**src/rtl/stepper_exec_pkg.sv**
```systemverilog
// Move-queue entry layout shared between the queue writer and the step executor.
// One 64-bit entry = initial interval, signed per-step increment, step count.
package stepper_exec_pkg;

  localparam int MQ_INTERVAL_LSB = 32;
  localparam int MQ_ADD_LSB      = 16;
  localparam int MQ_COUNT_LSB    = 0;

  localparam int MQ_INTERVAL_W   = 32;
  localparam int MQ_ADD_W        = 16;
  localparam int MQ_COUNT_W      = 16;

  typedef struct packed {
    logic [MQ_INTERVAL_W-1:0]  interval;
    logic signed [MQ_ADD_W-1:0] add;
    logic [MQ_COUNT_W-1:0]     count;
  } mq_entry_t;

  function automatic mq_entry_t mq_unpack(input logic [63:0] d);
    mq_entry_t e;
    e.interval = d[MQ_INTERVAL_LSB +: MQ_INTERVAL_W];
    e.add      = d[MQ_ADD_LSB +: MQ_ADD_W];
    e.count    = d[MQ_COUNT_LSB +: MQ_COUNT_W];
    return e;
  endfunction

endpackage

```
**src/rtl/stepper_exec_pulse.sv**
```systemverilog
// Fixed-width step pulse generator: a fire strobe starts a PULSE_TICKS-cycle
// high pulse on step_pin beginning the following cycle.
module step_pulse_gen #(
  parameter int PULSE_TICKS = 4
) (
  input  logic clk,
  input  logic rst,
  input  logic fire,
  output logic step_pin
);

  localparam logic [7:0] PULSE_LOAD = 8'(PULSE_TICKS);

  logic [7:0] cnt_reg;

  always_ff @(posedge clk) begin
    if (rst) begin
      cnt_reg <= 8'd0;
    end else if (fire) begin
      cnt_reg <= PULSE_LOAD;
    end else if (cnt_reg != 8'd0) begin
      cnt_reg <= cnt_reg - 8'd1;
    end
  end

  assign step_pin = (cnt_reg != 8'd0);

endmodule

```
**src/rtl/stepper_exec.sv**
```systemverilog
// Move-queue consumer: pops timed move entries and turns them into step pulses,
// chaining consecutive moves with no idle cycle between them.
module stepper_exec
  import stepper_exec_pkg::*;
#(
  parameter int PULSE_TICKS = 4
) (
  input  logic        clk,
  input  logic        rst,
  input  logic        enable,
  input  logic [63:0] mq_data,
  input  logic        mq_avail,
  output logic        mq_pull,
  output logic        step_pin,
  output logic        busy
);

  localparam logic [0:0] ST_IDLE = 1'b0;
  localparam logic [0:0] ST_RUN  = 1'b1;

  // Intervals shorter than the pulse itself would overlap pulses.
  localparam logic [31:0] MIN_TICKS = 32'(PULSE_TICKS + 1);

  function automatic logic [31:0] eff(input logic [31:0] x);
    return (x < MIN_TICKS) ? MIN_TICKS : x;
  endfunction

  logic [0:0]  state_reg;
  logic [31:0] timer_reg;
  logic [31:0] interval_reg;
  logic [15:0] add_reg;
  logic [15:0] count_reg;

  mq_entry_t   entry;
  logic        run;
  logic        event_due;
  logic        finish;
  logic        load_due;
  logic        fire;
  logic [31:0] interval_next;

  assign entry         = mq_unpack(mq_data);
  assign run           = (state_reg == ST_RUN);
  assign event_due     = run && (timer_reg == 32'd1);
  // Finishing event: last step (count 1) or a pure delay (count 0).
  assign finish        = event_due && (count_reg <= 16'd1);
  assign load_due      = !run || finish;
  assign mq_pull       = !rst && enable && mq_avail && load_due;
  assign fire          = !rst && enable && event_due && (count_reg != 16'd0);
  assign interval_next = interval_reg + {{16{add_reg[15]}}, add_reg};
  assign busy          = run;

  always_ff @(posedge clk) begin
    if (rst) begin
      state_reg    <= ST_IDLE;
      timer_reg    <= 32'd0;
      interval_reg <= 32'd0;
      add_reg      <= 16'd0;
      count_reg    <= 16'd0;
    end else if (!enable) begin
      state_reg <= ST_IDLE;
    end else if (mq_pull) begin
      interval_reg <= entry.interval;
      add_reg      <= entry.add;
      count_reg    <= entry.count;
      timer_reg    <= eff(entry.interval);
      state_reg    <= ST_RUN;
    end else if (run) begin
      if (event_due) begin
        if (count_reg != 16'd0) begin
          count_reg    <= count_reg - 16'd1;
          interval_reg <= interval_next;
          timer_reg    <= eff(interval_next);
        end
        if (finish) begin
          state_reg <= ST_IDLE;
        end
      end else begin
        timer_reg <= timer_reg - 32'd1;
      end
    end
  end

  step_pulse_gen #(
    .PULSE_TICKS(PULSE_TICKS)
  ) u_pulse (
    .clk     (clk),
    .rst     (rst),
    .fire    (fire),
    .step_pin(step_pin)
  );

endmodule

```
**config.mk**
```make
export PLATFORM = sky130hd
export DESIGN_NAME = stepper_exec
export DESIGN_NICKNAME = d
export VERILOG_FILES = /design/src/rtl/stepper_exec_pkg.sv /design/src/rtl/stepper_exec_pulse.sv /design/src/rtl/stepper_exec.sv
export SDC_FILE = /design/constraint.sdc
export NUM_CORES = 1
export LEC_CHECK = 0
export CAP_MARGIN = 15
export CORE_MARGIN = 2
export CORE_UTILIZATION = 35
export DETAILED_ROUTE_END_ITERATION = 10
export PLACE_DENSITY = 0.49
export REMOVE_ABC_BUFFERS = 1
export SYNTH_ARGS = -nofsm -noshare
export SYNTH_HDL_FRONTEND = slang
export SYNTH_HIERARCHICAL = 1
export SYNTH_SLANG_ARGS = --single-unit
```
**constraint.sdc**
```tcl
create_clock -name clk -period 7.3 [get_ports clk]
set_clock_uncertainty 0.1 [all_clocks]
set_input_delay 2.19 -clock clk [delete_from_list [all_inputs] [get_ports clk]]
set_output_delay 2.19 -clock clk [all_outputs]
set_load 0.01 [all_outputs]
```
==> results.md <==
- Worst-Skew Late Latency: 0.37 ns
- Crit path DAT: 3.79 ns
- First-pass GRT wire length: 38500 microns
- Critical Path Sink Type: output port
- Crit path top cell by count: clkdlybuf4s50_1
- Minimum clock period: 6.08 ns
- WS Path Type: in2out
- Total clock buffers created by CTS: 9
- Clock transition at the registers of the reported paths: 0.08 ns
- Count leader, synth: nand2_1
- Post-synth top area share: 27.9%
- Setup-failing EPs final: 0
- RSZ-0062 raised after global routing: no
- Core region area: 21100 sq um
- Post-synth top area cell: dfxtp_1
- Fmax: 164 MHz
- CTS HTree Levels: 3
- Met3 routed WL: 1230 microns
- Slew HR: 31.4%
- Area contributors post-synth: dfxtp_1, nand2_1, nor2_1
- Final wirelength: 24400 microns
- Syn Std Cell Area: 7540 sq um
- Leak: 3.17 nW
- I/O Buffers: 70
- PwrDens: 186 nW/um^2
- Starting Density: 35.8%
- Met2 wire length: 11100 microns
- Row count: 53
- Initial antenna violation count: 1
- GP Congestion: 0.908
- Worst slew pin tran: 1.03 ns
- Initial DRC Count: 467
- Fin Setup TNS: 0 ns
- Largest net degree at the start of global routing: 68
- # Post-CTS Setup Buffers: 0
- Synth Flop Type: dfxtp_1
- DP Wirelength: 17500 microns
- Crit-path leading delay family: buffers and inverters
- Post-route clock period utilization: 83.3%
- GRT Util Overall: 21.8%
- Fin Hold WS: 0.364 ns
- Placed cells: 1316
- CTS resizes: 0
- CP bufs+invs: 3
- # clock sinks: 105
- Status: completed
- Crit start category: input pin
- Net count, final: 1158
- Sequential area share after synthesis: 27.9%
- Fraction of layout cells with a size suffix above 1: 5.30%
- Final Hold Vio Count: 0
- Synth warn: 6
- VDD IR max: 0.103 mV
- Mapped Avg Cell Area: 7.35 sq um
- Worst EP required: 5.01 ns
- DIE WIDTH: 151 microns
- Cell Chain, Critical Path: clkdlybuf4s50_1 > nor2b_1 > nand3_4 > clkinv_2 > clkdlybuf4s50_1
- CTS max path bufs: 2
- GR Overflow Total: 0
- Async S/R FF share, synth: 0%
- Mapped Cells: 1027
- Count of different cell masters after synthesis: 76
- HP Class: reg2reg
- Clk root buf: clkbuf_16
- Via Count: 7506
- Worst slack, placed: 1.23 ns
- Detailed-route wire length per cell: 18.3 microns
- Max_cap viols: 0
- Max layer used: met4
- Vias in the first global route: 7024
- Setup ws final: 1.22 ns
- DIE HEIGHT: 151 microns
- Crit-path max FO: 3
- Vias/cell: 5.63
- Slowest CP cell: clkdlybuf4s50_1
- P&R area growth vs syn: 14.9%
- Util after Layout: 41.1%
- CTS tree: yes
- Die ar.: 22700 sq um
- DRT met1 WL: 11500 microns
- #FFs+latches synth: 105
- Slew Viols, Final: 0
- Total I/O pin count: 71
- Post-route ant nets: 0
- Largest stage delay, worst path: 0.53 ns
- Fin cells: 1333
- DRT Pass-1 Iters: 5
- DRC viols: 0
- Post-CTS Hold Fix Bufs: 0
- Number of flops mapped to enable cells by yosys: 0
- Top cells by count, synth: nand2_1, nor2_1, dfxtp_1
through the flow:
stage	power, mW	instance area [sq um]
2_1_floorplan	0.980	7230
3_3_place_gp	1.13	8380
3_5_place_dp	1.13	8380
4_1_cts	1.63	8660
5_1_grt	1.70	8660
6_report	1.61	8670
where the power goes:
part | internal, mW | switching (mW)
combinational | 0.202 | 0.255
clock | 0.237 | 0.250
sequential | 0.616 | 0.0488
total | 1.05 | 0.553
routing by layer:
metal,global-route usage [%],vias up
met5,0,-
met4,7.62,0
met3,3.22,31
met2,34.6,178
met1,30.1,3483
li1,-,3814
logic make-up (layout without fill, tap and decap cells):
family	count (synthesis)	after routing	share of synthesized area (%)
adders and majority gates	38	38	6.40
other	0	1	0
DFF	105	105	27.9
and+or+nand+nor	428	428	26.7
muxes	2	2	0.265
AOI/OAI and AO/OA	315	315	27.7
buffers and inverters	87	117	5.11
xor gates and xnor gates	52	52	6.04
final cells by class:
type	instances	area [sq um]
Antenna cell	1	2.50
Clock buffer	10	229
Clock inverter	6	51.3
Fill cell	2279	12400
Inverter	20	76.3
Multi-Input combinational cell	835	5080
Sequential cell	105	2100
Tap cell	275	344
Timing Repair Buffer	81	781
final timing paths:
path / startpoint / endpoint / slack [ns] / depth (start not counted)
setup / recovery: enable / mq_pull / 1.22 / 5
hold / removal: add_reg[9] / add_reg[9] / 0.36 / 2
setup reg to reg: add_reg[0] / timer_reg[1] / 2.94 / 12
hold reg to reg: add_reg[9] / add_reg[9] / 0.36 / 2
worst min-delay path, stage by stage, from the launching register on:
cell and delay, ns:
dfxtp_1 0.32, nand2_1 0.05, a21oi_1 0.05
layout by cell type (no fill, tap or decap), drive strengths merged, types with 6 or more instances in the layout:
| cell type | Yosys | final |
|---|---|---|
| o21ai | 65 | 65 |
| nand2 | 153 | 153 |
| a31oi | 7 | 7 |
| clkdlybuf4s50 | 0 | 69 |
| xor2 | 29 | 29 |
| nand3 | 14 | 14 |
| inv | 20 | 21 |
| buf | 24 | 12 |
| nor4 | 26 | 26 |
| a22oi | 6 | 6 |
| a21o | 10 | 10 |
| or4 | 6 | 6 |
| nand4 | 16 | 16 |
| xnor2 | 23 | 23 |
| a311oi | 37 | 37 |
| dfxtp | 105 | 105 |
| nor2 | 134 | 134 |
| ha | 37 | 37 |
| nor3 | 44 | 44 |
| a21oi | 92 | 92 |
| clkbuf | 43 | 10 |
| o211ai | 35 | 35 |
| a211oi | 24 | 24 |
Power figures use the tool's default switching activity.
